$ cat config.mk
export PLATFORM = sky130hd
export DESIGN_NAME = alu_mult_sequencer
export DESIGN_NICKNAME = d
export VERILOG_FILES = /design/src/rtl/alu_mult_sequencer_pkg.sv /design/src/rtl/ArithmeticLogicUnit.sv /design/src/rtl/alu_mult_sequencer.sv
export SDC_FILE = /design/constraint.sdc
export NUM_CORES = 1
export LEC_CHECK = 0
export ABC_CLOCK_PERIOD_IN_PS = 7900
export CAP_MARGIN = 30
export CORE_AREA = 2 2 116 118
export CTS_CLUSTER_SIZE = 10
export DETAILED_ROUTE_END_ITERATION = 7
export DIE_AREA = 0 0 118 120
export PLACE_DENSITY = 0.89
export SYNTH_ARGS = -nofsm -noshare
export SYNTH_HDL_FRONTEND = slang
export SYNTH_SLANG_ARGS = --single-unit
$ cat constraint.sdc
create_clock -name CLK -period 7.9 [get_ports CLK]
set_clock_uncertainty 0.1 [all_clocks]
set_input_delay 0.79 -clock CLK [delete_from_list [all_inputs] [get_ports CLK]]
set_output_delay 0.79 -clock CLK [all_outputs]
set_load 0.02 [all_outputs]
$ cat src/rtl/alu_mult_sequencer_pkg.sv
// Shared types for the sequential shift-add multiplier: FSM states and ALU op codes.
package alu_mult_sequencer_pkg;

  typedef enum logic [1:0] {
    ST_IDLE = 2'b00,
    ST_RUN  = 2'b01,
    ST_DONE = 2'b10
  } state_t;

  localparam int unsigned ALU_OP_W = 3;

  typedef enum logic [ALU_OP_W-1:0] {
    ALU_ADD = 3'b000,
    ALU_SUB = 3'b001,
    ALU_AND = 3'b010,
    ALU_OR  = 3'b011,
    ALU_XOR = 3'b100,
    ALU_SLT = 3'b101
  } alu_op_t;

endpackage

$ cat src/rtl/ArithmeticLogicUnit.sv
// Combinational W-bit ALU; CO is the unsigned carry-out for ADD and the no-borrow flag for SUB.
module ArithmeticLogicUnit
  import alu_mult_sequencer_pkg::*;
#(
  parameter int unsigned W = 32
) (
  input  logic [W-1:0] A,
  input  logic [W-1:0] B,
  input  alu_op_t      ALU_CNTRL,
  output logic [W-1:0] Result,
  output logic         CO
);

  localparam int unsigned XW = W + 1;

  logic [XW-1:0] add_c;
  logic [XW-1:0] sub_c;

  assign add_c = {1'b0, A} + {1'b0, B};
  assign sub_c = {1'b0, A} + {1'b0, ~B} + XW'(1);

  always_comb begin
    Result = '0;
    CO     = 1'b0;
    case (ALU_CNTRL)
      ALU_ADD: begin
        Result = add_c[W-1:0];
        CO     = add_c[W];
      end
      ALU_SUB: begin
        Result = sub_c[W-1:0];
        CO     = sub_c[W];
      end
      ALU_AND: Result = A & B;
      ALU_OR:  Result = A | B;
      ALU_XOR: Result = A ^ B;
      ALU_SLT: Result = W'(A < B);
      default: Result = '0;
    endcase
  end

endmodule

$ cat src/rtl/alu_mult_sequencer.sv
// Unsigned W x W -> 2W shift-add multiplier: one ALU add per cycle for exactly W cycles,
// valid/ready request and result handshakes, result held until consumed.
module alu_mult_sequencer
  import alu_mult_sequencer_pkg::*;
#(
  parameter int unsigned W = 32
) (
  input  logic         CLK,
  input  logic         RESET_N,
  input  logic         START_VALID,
  output logic         START_READY,
  input  logic [W-1:0] Input1,
  input  logic [W-1:0] Input2,
  output logic         RES_VALID,
  input  logic         RES_READY,
  output logic [W-1:0] DataOutHi,
  output logic [W-1:0] DataOutLo,
  output logic         Z,
  output logic         OVF
);

  localparam int unsigned CW = (W > 1) ? $clog2(W) : 1;

  state_t       state;
  state_t       state_next;
  logic [W-1:0] m;
  logic [W-1:0] mq;
  logic [W-1:0] acc;
  logic [CW-1:0] cnt;

  logic [W-1:0] addend_c;
  logic [W-1:0] sum_c;
  logic         co_c;
  logic         accept_c;
  logic         last_c;

  assign accept_c = START_VALID && (state == ST_IDLE);
  assign last_c   = (cnt == CW'(W - 1));
  assign addend_c = mq[0] ? m : '0;

  ArithmeticLogicUnit #(.W(W)) u_alu (
    .A         (acc),
    .B         (addend_c),
    .ALU_CNTRL (ALU_ADD),
    .Result    (sum_c),
    .CO        (co_c)
  );

  // State register
  always_ff @(posedge CLK or negedge RESET_N) begin
    if (!RESET_N) begin
      state <= ST_IDLE;
    end else begin
      state <= state_next;
    end
  end

  // Next-state logic
  always_comb begin
    state_next = state;
    case (state)
      ST_IDLE: if (START_VALID)  state_next = ST_RUN;
      ST_RUN:  if (last_c)       state_next = ST_DONE;
      ST_DONE: if (RES_READY)    state_next = ST_IDLE;
      default:                   state_next = ST_IDLE;
    endcase
  end

  // Datapath: {ACC,MQ} shifts right one bit per RUN cycle, carry enters ACC MSB
  always_ff @(posedge CLK or negedge RESET_N) begin
    if (!RESET_N) begin
      m   <= '0;
      mq  <= '0;
      acc <= '0;
      cnt <= '0;
    end else begin
      if (accept_c) begin
        m   <= Input1;
        mq  <= Input2;
        acc <= '0;
        cnt <= '0;
      end else if (state == ST_RUN) begin
        acc <= {co_c, sum_c[W-1:1]};
        mq  <= {sum_c[0], mq[W-1:1]};
        cnt <= last_c ? '0 : cnt + CW'(1);
      end
    end
  end

  assign START_READY = (state == ST_IDLE);
  assign RES_VALID   = (state == ST_DONE);
  assign DataOutHi   = acc;
  assign DataOutLo   = mq;
  assign Z           = ~|{acc, mq};
  assign OVF         = |acc;

endmodule

==> key figures, run 1 <==
Pwr
  – Pwr Density: 441 nW/um2
  – Static leakage: 3.52 nW
  – VDD IR-drop max: 0.256 mV

Finish
  – Ant. Diodes: 0
  – Layout cells sized above 1: 4.41%
  – Area of the multi-input gates: 3430 um2
  – Layout Nets: 961
  – Area grow syn2layout: 28.3%
  – Final-layout fill cell count: 1,155
  – Reg area: 2580 um2
  – Design area: 7970 um2

Global routing
  – Vias in the first global route: 5,703
  – Gr usage total: 25.0%
  – Total grt overflow: 0
  – First-pass GRT wire length: 28,600 um
  – Pin count of the biggest net entering global routing: 73
  – Initial antenna violation count: 0

Synthesis
  – Seq/Total Area, Yosys: 41.5%
  – YS warnings: 0
  – Synth Register Bits: 103
  – Syn Inst Count: 743
  – Syn_nets: 846
  – Avg Inst Size Synth: 8.36 um2
  – Top cells by count, synth: nand2_1 (208), dfrtp_1 (103), o21ai_0 (50), a21oi_1 (39)
  – Area fraction of the dominant cell type after synthesis: 41.5%
  – Dominant cells by area after synthesis: dfrtp_1 (42%), nand2_1 (13%), ha_1 (6.9%)
  – Post-Syn Area: 6210 um2
  – Most numerous cell in the Yosys netlist: nand2_1
  – EDFF count, synth: 0
  – Top_reg_cell synth: dfrtp_1
  – Synth cell types: 54
  – Leading area contributor after synthesis: dfrtp_1
  – Synth async-reset ratio: 100%

Floorplan
  – Row count: 42
  – I/O pins: 136
  – Die X: 118 um
  – Core area: 13,000 um2
  – Die area: 14,200 um2
  – Starting Density: 47.8%
  – Die Y: 120 um

Setup path
  – Critical path type: flop to flop
  – Setup crit start: DataOutLo[0]
  – CP required: 8100 ps
  – CP startpoint kind: flop
  – CP arrival: 3790 ps
  – Critical Path Fanout Max: 35
  – CP endpoint kind: flop
  – FF-to-FF Start: DataOutLo[0]

STA
  – Fin. max-slew vios: 0
  – Min Tclk post-route: 3590 ps
  – Worst slew pin tran: 905 ps
  – Final hold vios: 0
  – Unrepaired setup endpoints after global routing: no
  – FMAX: 0.279 GHz
  – Rel. slew slack: 39.7%
  – Part of the cycle the worst path needs: 45.4%
  – Final WS setup: 4310 ps
  – Final setup viols: 0
  – TNS Setup: 0 ps

Routing
  – First-pass detailed-route iteration total: 5
  – Initial DRC Count: 466
  – WL/cell: 16.4 um
  – Final WL: 17,000 um
  – Final ANT Viol Nets: 0
  – Drt via density: 5.62
  – Drt drc: 0
  – Routed vias: 5,832

Clock tree
  – Clock transition at path regs: 70 ps
  – Clock buffer depth: 2
  – CTS tree: yes
  – H-tree depth: 3
  – Post_cts resized: 0
  – Hold_buf cts: 0
  – Post-CTS setup buffers: 0
  – Clock Latency Late Sink: 360 ps
  – CTS root buffer: clkbuf_16
  – Clock sink total: 103
  – Inserted Clock Buffers: 9

Worst hold path
  – Hold crit path type: input pin to async pin

Place
  – DP Area: 7660 um2
  – Placement Setup Slack: 4320 ps
  – PortBufs: 135
  – Routability Congestion: 0.915
  – Hpwl dp: 12,100 um

Flow run
  – Number of max-cap violations: 0

Run status
  – Status: complete, no violations
metrics by stage:
stage	total power, mW	cells	utilization, %	hold slack, ps
2_1_floorplan	2.36	743	-	337
3_3_place_gp	3.02	1022	59.0	353
3_5_place_dp	3.07	1022	59.0	361
4_1_cts	3.52	1037	61.2	264
5_1_grt	3.81	1038	61.4	283
6_report	3.52	1038	61.4	249
cell type report:
| cell class | instances | share of cell area (%) |
|---|---|---|
| clock inverter | 6 | 0.660 |
| inverter | 12 | 0.565 |
| timing repair buffer | 142 | 17.8 |
| tap | 176 | 2.76 |
| sequential | 103 | 32.3 |
| multi-input combinational | 590 | 43.0 |
| clock buffer | 9 | 2.83 |
cell families after synthesis:
group                    Yosys count  synth area share (%)
adder cells (fa/ha/maj)           35                  7.17
AND/OR/NAND/NOR                  358                  26.3
flip-flops                       103                  41.5
XOR/XNOR                          23                  3.24
multiplexers                       2                 0.322
AO/OA/AOI/OAI                    172                  17.9
buffers and inverters             50                  3.59
critical path, stage by stage (launching register included):
cell and delay [ps]:
dfrtp_1 940, and2_1 240, ha_1 200, inv_1 70, fa_1 400, nor2b_1 170
o211ai_1 150, a211oi_1 310, a21o_1 240, a21oi_2 120, or4_1 480, nand3_1 100
per-layer routing:
layer | up-vias | GRT usage (%) | routed length, um
li1 | 2837 | - | -
met1 | 2776 | 32.9 | 7400
met2 | 195 | 40.7 | 8170
met3 | 24 | 6.23 | 1140
met4 | 0 | 7.76 | 305
met5 | - | 0 | 0
sequential cells by signal, summed over array words and instances, names as in the netlist:
register / cells
DataOutHi: 32
DataOutLo: 32
m: 32
cnt: 5
state: 2
final timing paths:
check / end / slack, ps / cells past startpoint
setup reg to reg: DataOutHi[23] / 4310 / 11
hold / removal: m[17] / 250 / 1
hold reg to reg: m[23] / 370 / 2
min in group CLK: m[23] / 370 / 2
setup / recovery: DataOutHi[23] / 4310 / 11
max in group asynchronous: DataOutLo[4] / 6580 / 3
cells in the final DEF, fill, tap and decap left out, drive strengths merged, types with 19 or more instances in the layout:
cell and n:
clkdlybuf4s50 134, nand3 30, a21oi 42, a22oi 33, nor2 19, o21ai 52
ha 34, and2 35, dfrtp 103, nand2 208
power breakdown:
group | switching, mW | leakage [nW] | internal, mW
clock network | 0.215 | 0.131 | 0.218
registers | 0.280 | 1.26 | 0.794
logic | 1.14 | 2.13 | 0.870
total | 1.63 | 3.52 | 1.88
(Power assumes the default switching activity.)
==> inputs of run 2 (changes only) <==
--- a/config.mk
+++ b/config.mk
@@ -5,7 +5,7 @@
 export SDC_FILE = /design/constraint.sdc
 export NUM_CORES = 1
 export LEC_CHECK = 0
-export ABC_CLOCK_PERIOD_IN_PS = 7900
+export ABC_CLOCK_PERIOD_IN_PS = 3500
 export CAP_MARGIN = 30
 export CORE_AREA = 2 2 116 118
 export CTS_CLUSTER_SIZE = 10
==> constraint.sdc (replaced) <==
create_clock -name CLK -period 3.5 [get_ports CLK]
set_clock_uncertainty 0.1 [all_clocks]
set_input_delay 0.35 -clock CLK [delete_from_list [all_inputs] [get_ports CLK]]
set_output_delay 0.35 -clock CLK [all_outputs]
set_load 0.02 [all_outputs]
==> key figures, run 2 (same netlist as run 1, synthesis figures left out) <==
Floorplan
  – Row count: 42 (unchanged)
  – Die Y: 120 um (unchanged)
  – I/O pins: 136 (unchanged)
  – Die X: 118 um (unchanged)
  – Starting Density: 47.8% (unchanged)
  – Core area: 13,000 um2 (unchanged)
  – Die area: 14,200 um2 (unchanged)

Setup path
  – CP endpoint kind: output pin
  – CP top delay family: simple AND/OR/NAND/NOR gates
  – CP required: 3050 ps (-5050 ps)
  – CP startpoint kind: flop
  – Critical Path Fanout Max: 4 (-89%)
  – Critical-path top delay cell: clkdlybuf4s50_1
  – CP cell instances: nor4_1, nand4_1, or2_2, nor3_1, clkdlybuf4s50_1
  – Critical path type: flop to output pin
  – CP arrival: 2760 ps (-1030 ps)
  – Slowest stage delay, CP: 660 ps (-280 ps)
  – Bufs and invs on worst path: 1 (unchanged)

Run status
  – Failing checks: negative hold slack
  – Status: finished, violations left

STA
  – FMAX: 0.312 GHz
  – Final hold slack: -7.73 ps (-257 ps)
  – Worst slew pin tran: 880 ps (-24.1 ps)
  – Unrepaired setup endpoints after global routing: no
  – Fin. max-slew vios: 0 (unchanged)
  – Final setup viols: 0 (unchanged)
  – Rel. slew slack: 41.3% (+1.6 points)
  – Min Tclk post-route: 3210 ps
  – Part of the cycle the worst path needs: 91.7%
  – TNS Setup: 0 ps (unchanged)
  – Final hold vios: 10 (+10)

Finish
  – Layout Nets: 962 (+0.10%)
  – Layout cells sized above 1: 4.63% (+0.22 points)
  – Commonest non-fill, non-tap cell in the layout: nand2_1
  – Area grow syn2layout: 29.1%
  – Ant. Diodes: 0 (unchanged)
  – Most frequent cells in the layout: nand2_1 (208), clkdlybuf4s50_1 (134), dfrtp_1 (103), o21ai_0 (50), a21oi_1 (39)

Routing
  – Top Metal Used: met4
  – Routed length on met2: 8440 um (+3.3%)
  – Initial DRC Count: 521 (+12%)
  – Met1 WL: 7310 um (-1.2%)
  – Drt drc: 0 (unchanged)
  – Routed vias: 5,940 (+1.9%)
  – Met3 wire length: 1290 um (+13%)
  – Final ANT Viol Nets: 0 (unchanged)
  – Drt via density: 5.71 (+1.7%)
  – WL/cell: 16.7 um (+1.6%)
  – Final WL: 17,300 um (+1.8%)
  – First-pass detailed-route iteration total: 5 (unchanged)

Global routing
  – Initial antenna violation count: 0 (unchanged)
  – First-pass GRT wire length: 28,900 um (+0.80%)
  – Total grt overflow: 0 (unchanged)
  – Gr usage total: 25.1% (+0.18 points)
  – Vias in the first global route: 5,820 (+2.1%)
  – Pin count of the biggest net entering global routing: 67 (-8.2%)

Clock tree
  – Post-CTS setup buffers: 0 (unchanged)
  – Clock transition at path regs: 80 ps (about the same)
  – Inserted Clock Buffers: 9 (unchanged)
  – CTS tree: yes
  – Hold_buf cts: 0 (unchanged)
  – H-tree depth: 3 (unchanged)
  – Clock buffer depth: 2 (unchanged)
  – Post_cts resized: 0 (unchanged)
  – CTS root buffer: clkbuf_16
  – Clock sink total: 103 (unchanged)
  – Clock Latency Late Sink: 370 ps (about the same)

Worst hold path
  – Hold crit path type: input pin to async pin

Pwr
  – Power, Total: 8.05 mW (+130%)
  – VDD IR-drop max: 0.552 mV (+120%)
  – Static leakage: 3.55 nW (+0.84%)
  – Pwr Density: 1000 nW/um2 (+130%)

Flow run
  – Number of max-cap violations: 0 (unchanged)

Place
  – Routability Congestion: 0.934 (+2.1%)
  – PortBufs: 135 (unchanged)
  – Hpwl dp: 12,300 um (+2.1%)
-- run 2: cell count changes in the layout (fill, tap and decap cells not counted) --
| cell | delta |
|---|---|
| clkinv_8 | +3 |
| inv_6 | -3 |
| buf_12 | +2 |
| clkinv_4 | +2 |
| clkinvlp_4 | -2 |
| buf_16 | -1 |
| inv_8 | +1 |
-- run 2: layout make-up --
cell class,instances,area [um2]
clock buffer,9,225
clock inverter,7,88.8
fill,1137,4960
inverter,12,45.0
multi-input combinational,590,3430
sequential,103,2580
tap,176,220
timing repair buffer,143,1430
-- run 2: path summary, 6_finish.rpt --
kind	startpoint	end	slack [ps]	cells after the start
hold / removal	RESET_N	m[31]	-8	1
hold reg to reg	m[3]	m[3]	370	2
min in group CLK	m[3]	m[3]	370	2
setup reg to reg	DataOutLo[0]	DataOutHi[23]	420	10
max in group asynchronous	RESET_N	DataOutHi[8]	2620	2
setup / recovery	DataOutHi[26]	Z	290	5
-- run 2: where the power goes --
| part | total (mW) | internal (mW) | switching (mW) |
|---|---|---|---|
| combinational | 4.61 | 1.98 | 2.63 |
| clock | 1.05 | 0.514 | 0.537 |
| sequential | 2.39 | 1.79 | 0.594 |
-- run 2: layer usage --
metal	up-vias	GRT usage [%]
li1	2845	-
met1	2823	31.9
met2	244	42.8
met3	28	7.08
met4	0	5.72
met5	-	0
-- run 2: worst reg2reg max path, cell delays in order, from the launching register on --
cell	delay [ps]
dfrtp_1	390
buf_4	300
nand2_1	150
fa_1	440
nor2b_1	160
o211ai_1	160
a211oi_1	320
a21o_1	250
a21oi_2	140
or4_1	500
nand3_1	100
-- run 2: per-stage QoR --
step / setup WS, ps / instances / area [um2] / utilization [%]
after floorplan: 677 / 743 / 6210 / -
after global placement: 617 / 1024 / 7700 / 59.3
after detailed placement: 481 / 1024 / 7700 / 59.3
after CTS: 311 / 1040 / 8020 / 61.8
after global routing: 212 / 1040 / 8020 / 61.8
final: 291 / 1040 / 8020 / 61.8
